[src/rtl/mnist_pkg.sv]
// Shared types and constants for the Net result stage (state encoding, BCD limits, defaults).
package mnist_pkg;
  typedef enum logic [2:0] {
    ST_IDLE,
    ST_SCAN,
    ST_MARGIN,
    ST_CONVERT,
    ST_DONE
  } state_t;

  localparam int CONF_SAT_BCD    = 9999;
  localparam int BCD_STEPS       = 14;
  localparam int NUM_CLASSES_DEF = 10;
  localparam int SCORE_W_DEF     = 16;
endpackage

[src/rtl/bin2bcd_seq.sv]
// Sequential 14-bit binary to 4-digit BCD converter (double dabble), one step per clock.
module bin2bcd_seq
  import mnist_pkg::*;
(
  input  logic        clk,
  input  logic        reset,
  input  logic        load,
  input  logic [13:0] bin,
  output logic [15:0] bcd,
  output logic        done
);
  logic [15:0] bcd_q, bcd_d, adj;
  logic [13:0] sh_q, sh_d;
  logic [3:0]  cnt_q, cnt_d;

  always_comb begin
    adj   = '0;
    bcd_d = bcd_q;
    sh_d  = sh_q;
    cnt_d = cnt_q;
    for (int i = 0; i < 4; i++)
      adj[i*4 +: 4] = (bcd_q[i*4 +: 4] >= 4'd5) ? bcd_q[i*4 +: 4] + 4'd3 : bcd_q[i*4 +: 4];
    if (load) begin
      bcd_d = '0;
      sh_d  = bin;
      cnt_d = '0;
    end else if (cnt_q != 4'(BCD_STEPS)) begin
      {bcd_d, sh_d} = {adj, sh_q} << 1;
      cnt_d         = cnt_q + 4'd1;
    end
  end

  // Counter parks at BCD_STEPS so an idle converter reads as done.
  always_ff @(posedge clk or posedge reset) begin
    if (reset) begin
      bcd_q <= '0;
      sh_q  <= '0;
      cnt_q <= 4'(BCD_STEPS);
    end else begin
      bcd_q <= bcd_d;
      sh_q  <= sh_d;
      cnt_q <= cnt_d;
    end
  end

  assign bcd  = bcd_q;
  assign done = (cnt_q == 4'(BCD_STEPS));
endmodule

[src/rtl/score_argmax.sv]
// Argmax + confidence margin over a stream of class scores, formatted for segDisplay.
// Define SCORE_ARGMAX_BCD_EN to get BCD confidence; otherwise confidence is binary.
module score_argmax
  import mnist_pkg::*;
#(
  parameter int NUM_CLASSES = NUM_CLASSES_DEF,
  parameter int SCORE_W     = SCORE_W_DEF
) (
  input  logic                      clk,
  input  logic                      reset,
  input  logic                      start,
  input  logic                      score_valid,
  input  logic signed [SCORE_W-1:0] score,
  input  logic                      score_last,
  output logic                      score_ready,
  output logic                      busy,
  output logic                      result_valid,
  output logic [3:0]                digit,
  output logic [15:0]               confidence
);
  localparam int CW = $clog2(NUM_CLASSES + 1);
`ifdef SCORE_ARGMAX_BCD_EN
  localparam logic [SCORE_W:0] SAT = (SCORE_W+1)'(CONF_SAT_BCD);
`else
  localparam logic [SCORE_W:0] SAT = (SCORE_W+1)'(16'hFFFF);
`endif

  state_t                    state_q, state_d;
  logic [CW-1:0]             cnt_q, cnt_d;
  logic signed [SCORE_W-1:0] best_q, best_d, sec_q, sec_d;
  logic [3:0]                bidx_q, bidx_d;
  logic [3:0]                digit_q, digit_d;
  logic [15:0]               conf_q, conf_d;
  logic                      rv_q, rv_d;
  logic                      hs;
  logic [SCORE_W:0]          diff;
  logic [15:0]               margin;

`ifdef SCORE_ARGMAX_BCD_EN
  logic        conv_load, conv_done;
  logic [15:0] conv_bcd;

  bin2bcd_seq u_bcd (
    .clk   (clk),
    .reset (reset),
    .load  (conv_load),
    .bin   (margin[13:0]),
    .bcd   (conv_bcd),
    .done  (conv_done)
  );
`else
  logic [15:0] margin_q, margin_d;
  logic        mrg_q, mrg_d;
`endif

  // best >= second always holds, so the sign-extended difference is a valid unsigned margin.
  always_comb begin
    diff = {best_q[SCORE_W-1], best_q} - {sec_q[SCORE_W-1], sec_q};
    if (cnt_q == CW'(1))  margin = 16'(CONF_SAT_BCD);
    else if (diff > SAT)  margin = 16'(SAT);
    else                  margin = 16'(diff);
  end

  assign hs = score_valid && (state_q == ST_SCAN);

  always_comb begin
    state_d = state_q;
    cnt_d   = cnt_q;
    best_d  = best_q;
    sec_d   = sec_q;
    bidx_d  = bidx_q;
    digit_d = digit_q;
    conf_d  = conf_q;
    rv_d    = 1'b0;
`ifdef SCORE_ARGMAX_BCD_EN
    conv_load = 1'b0;
`else
    margin_d = margin_q;
    mrg_d    = mrg_q;
`endif
    if (start) begin
      state_d = ST_SCAN;
      cnt_d   = '0;
      best_d  = '0;
      sec_d   = '0;
      bidx_d  = '0;
`ifndef SCORE_ARGMAX_BCD_EN
      mrg_d   = 1'b0;
`endif
    end else begin
      case (state_q)
        ST_SCAN: if (hs) begin
          cnt_d = cnt_q + CW'(1);
          if (cnt_q == '0) begin
            best_d = score;
            bidx_d = '0;
          end else if (score > best_q) begin
            sec_d  = best_q;
            best_d = score;
            bidx_d = 4'(cnt_q);
          end else if (cnt_q == CW'(1) || score > sec_q) begin
            sec_d = score;
          end
          if (score_last || cnt_q == CW'(NUM_CLASSES - 1)) state_d = ST_MARGIN;
        end
`ifdef SCORE_ARGMAX_BCD_EN
        ST_MARGIN: begin
          conv_load = 1'b1;
          state_d   = ST_CONVERT;
        end
        ST_CONVERT: if (conv_done) begin
          state_d = ST_DONE;
          rv_d    = 1'b1;
          digit_d = bidx_q;
          conf_d  = conv_bcd;
        end
`else
        // Margin is registered first, then published, keeping the two-edge latency.
        ST_MARGIN: if (!mrg_q) begin
          mrg_d    = 1'b1;
          margin_d = margin;
        end else begin
          mrg_d   = 1'b0;
          state_d = ST_DONE;
          rv_d    = 1'b1;
          digit_d = bidx_q;
          conf_d  = margin_q;
        end
`endif
        default: ;
      endcase
    end
  end

  always_ff @(posedge clk or posedge reset) begin
    if (reset) begin
      state_q <= ST_IDLE;
      cnt_q   <= '0;
      best_q  <= '0;
      sec_q   <= '0;
      bidx_q  <= '0;
      digit_q <= '0;
      conf_q  <= '0;
      rv_q    <= 1'b0;
`ifndef SCORE_ARGMAX_BCD_EN
      margin_q <= '0;
      mrg_q    <= 1'b0;
`endif
    end else begin
      state_q <= state_d;
      cnt_q   <= cnt_d;
      best_q  <= best_d;
      sec_q   <= sec_d;
      bidx_q  <= bidx_d;
      digit_q <= digit_d;
      conf_q  <= conf_d;
      rv_q    <= rv_d;
`ifndef SCORE_ARGMAX_BCD_EN
      margin_q <= margin_d;
      mrg_q    <= mrg_d;
`endif
    end
  end

  assign score_ready  = (state_q == ST_SCAN);
  assign busy         = (state_q == ST_SCAN) || (state_q == ST_MARGIN) || (state_q == ST_CONVERT);
  assign result_valid = rv_q;
  assign digit        = digit_q;
  assign confidence   = conf_q;
endmodule

[config.mk]
export PLATFORM = sky130hd
export DESIGN_NAME = score_argmax
export DESIGN_NICKNAME = d
export VERILOG_FILES = /design/src/rtl/mnist_pkg.sv /design/src/rtl/bin2bcd_seq.sv /design/src/rtl/score_argmax.sv
export SDC_FILE = /design/constraint.sdc
export NUM_CORES = 1
export LEC_CHECK = 0
export BUFFER_PORTS_ARGS = -buffer_cell sky130_fd_sc_hd__buf_2
export CORE_UTILIZATION = 45
export DETAILED_ROUTE_END_ITERATION = 6
export SLEW_MARGIN = 20
export SYNTH_ARGS = -nofsm -noshare
export SYNTH_HDL_FRONTEND = slang
export SYNTH_SLANG_ARGS = --single-unit
[constraint.sdc]
create_clock -name clk -period 5.96 [get_ports clk]
set_clock_uncertainty 0.15 [all_clocks]
set_input_delay 0.596 -clock clk [delete_from_list [all_inputs] [get_ports clk]]
set_output_delay 0.596 -clock clk [all_outputs]
set_load 0.01 [all_outputs]
==> qor.csv <==
metric;value;unit
wirelength;11300;um
fp.coreArea;10900;sq um
wire_per_inst;16.5;um
synthXorXnorAreaFrac;2.43;%
drc_errors;0;
clock_latency;370;ps
syn-num-nets;578;
required;6010;ps
wl_met3;363;um
worstSetupPathType;register to register;
ios;44;
grt_pass1_wl;18700;um
grt_max_degree;82;
synthAdderAreaFrac;13.0;%
critPathMaxFanout;8;
layout.nets;616;
synth_cell_types;56;
synth_seq_area_share;40.1;%
cts_root_buf;clkbuf_8;
drt-initial-drc-count;191;
crit_arrival;3460;ps
dieArea;11600;sq um
synth_mux_area_share;7.58;%
ys.flop_type;dfrtp_1;
synthArstFlopShare;100;%
p_leak;2.67;nW
die_w;108;um
floorplan.initialDensity;46.4;%
clock-sinks;81;
vdd_ir_drop_max;0.000138;V
synth_seq_cells;81;
slew_headroom;38.5;%
max_freq;293;MHz
fin_setup_tns;0;ps
fin_crit_sh;57.2;%
worstSetupEndpointType;register;
cts.path.max_buffers;2;
synth_top_cell_area_share;40.1;%
synth.largest_area_cell;dfrtp_1;
viasPerCell;5.62;
antenna_found_initial;0;
grt_setup_unrepaired;no;
postSynthCellCount;505;
insertedDiodeCount;0;
synth.avg_cell_area;10.0;sq um
dr.max_layer_used;met4;
setup_violations;0;
postCtsHoldBufs;0;
synth.cell_area;5050;sq um
dr_wl_met2;4860;um
die_y;108;um
wl_met1;5800;um
drv_cap;0;
final_layout_size_suffix_gt1_share;15.9;%
drtPass1Iterations;4;
post-route-min-period;3410;ps
utilization;51.3;%
synth_area_leaders;dfrtp_1 40%, ha_1 13%, mux2_2 4.0%;
gp_congestion;0.906;
synth-edff-count;0;
status;complete, no violations;
synth-compound-area-share;19.6;%
hold_path_class;input port to async pin;
htreeDepth;3;
grt_pass1_vias;3722;
cts_tree;done;
route.antenna.remaining_nets;0;
vias;3858;
tightest_slew;921;ps
final_common_cell;dfrtp_1;
cts-resized-gates;0;
synth-warning-count;0;
row_count;38;
hold_ws;265;ps
dp_hpwl;8630;um
grt_usage;21.2;%
setup.worst_path.start_class;register;
cts_setup_buffers;0;
yosys.area_share.simple;12.0;%
synth_top_family_by_area;compound AO/OA/AOI/OAI gates;
port_buffers;43;
clkTransAtPathRegs;90;ps
cts_made_buffers;9;
final_hold_viol_count;0;
p_per_area;304;nW/um^2
mostFrequentLayoutCells;81 x dfrtp_1, 51 x ha_1, 46 x inv_1;
grt.overflow.total;0;
slew_viol_final;0;
syn2layout_area_growth;10.7;%
==> critical path, stage by stage (launching register included) <==
cell and delay (ps):
dfrtp_1 390, inv_1 80, ha_1 220, fa_1 400, nor2b_1 150, o21a_1 170, o21ai_0 150, a211oi_1 410
o2111ai_1 300, a21oi_1 610, a41oi_1 210
==> logic make-up after synthesis <==
family,Yosys count
AO/OA/AOI/OAI,138
XOR/XNOR,14
adder cells (fa/ha/maj),52
buffers and inverters,65
flip-flops,81
multiplexers,36
AND/OR/NAND/NOR,119
==> sequential cells by signal, summed over array words and instances, names as in the netlist <==
register      flops
margin_q         16
confidence       16
best_q           16
state_q           3
digit             4
sec_q            16
bidx_q            4
mrg_q             1
cnt_q             4
result_valid      1
==> Yosys cell counts, types with 3 or more instances <==
cell	instances
nand3_1	3
nand2b_1	18
xnor2_1	9
mux2_2	18
a21oi_1	30
xor2_1	5
nor3_1	4
a2111o_1	3
and3_1	4
ha_1	51
o21ai_0	17
nor2b_1	6
a21o_1	14
o21a_1	4
and2_1	3
a221oi_1	3
o211ai_1	8
a211oi_1	20
inv_1	47
nand4_1	7
clkbuf_1	13
a31oi_1	3
nand2_1	31
mux2i_1	18
dfrtp_1	81
a2111oi_0	3
o32ai_1	17
nor2_1	30
==> through the flow <==
stage	instance area (sq um)	std cells	power, W	worst slack [ps]
after global routing	5590	687	0.00182	2170
after global placement	5370	672	0.00126	2480
after floorplan	5050	505	0.00112	2840
after CTS	5580	687	0.00171	2500
after detailed placement	5370	672	0.00127	2420
final	5590	687	0.00170	2550
==> layout make-up <==
type	count	area, sq um
sequential	81	2030
inverter	47	178
clock inverter	5	81.3
tap	140	175
timing repair buffer	45	234
multi-input combinational	359	2760
fill	1015	5300
clock buffer	10	128
==> per-layer routing <==
layer  global-route usage [%]  vias up
met5                        0        -
met4                     10.6        0
met3                     3.09       20
met2                     30.9       79
met1                     30.4     1844
li1                         -     1915
==> worst paths after layout <==
kind | startpoint | endpoint | slack, ps | depth (start not counted)
max in group asynchronous | reset | best_q[10]$_DFFE_PP0P_ | 4910 | 3
worst min register to register | digit[3]$_DFFE_PP0P_ | digit[3]$_DFFE_PP0P_ | 330 | 2
min in group clk | digit[3]$_DFFE_PP0P_ | digit[3]$_DFFE_PP0P_ | 330 | 2
worst min-delay path | reset | result_valid$_DFF_PP0_ | 260 | 3
worst max register to register | best_q[0]$_DFFE_PP0P_ | margin_q[10]$_DFFE_PP0P_ | 2550 | 10
worst max-delay path | best_q[0]$_DFFE_PP0P_ | margin_q[10]$_DFFE_PP0P_ | 2550 | 10
==> report_power, final <==
| group | total, W | switching (W) | internal [W] |
|---|---|---|---|
| combinational | 0.000567 | 0.000329 | 0.000238 |
| sequential | 0.000694 | 0.0000576 | 0.000637 |
| clock | 0.000439 | 0.000205 | 0.000234 |
Note: power is estimated with default switching activity, not from simulation.
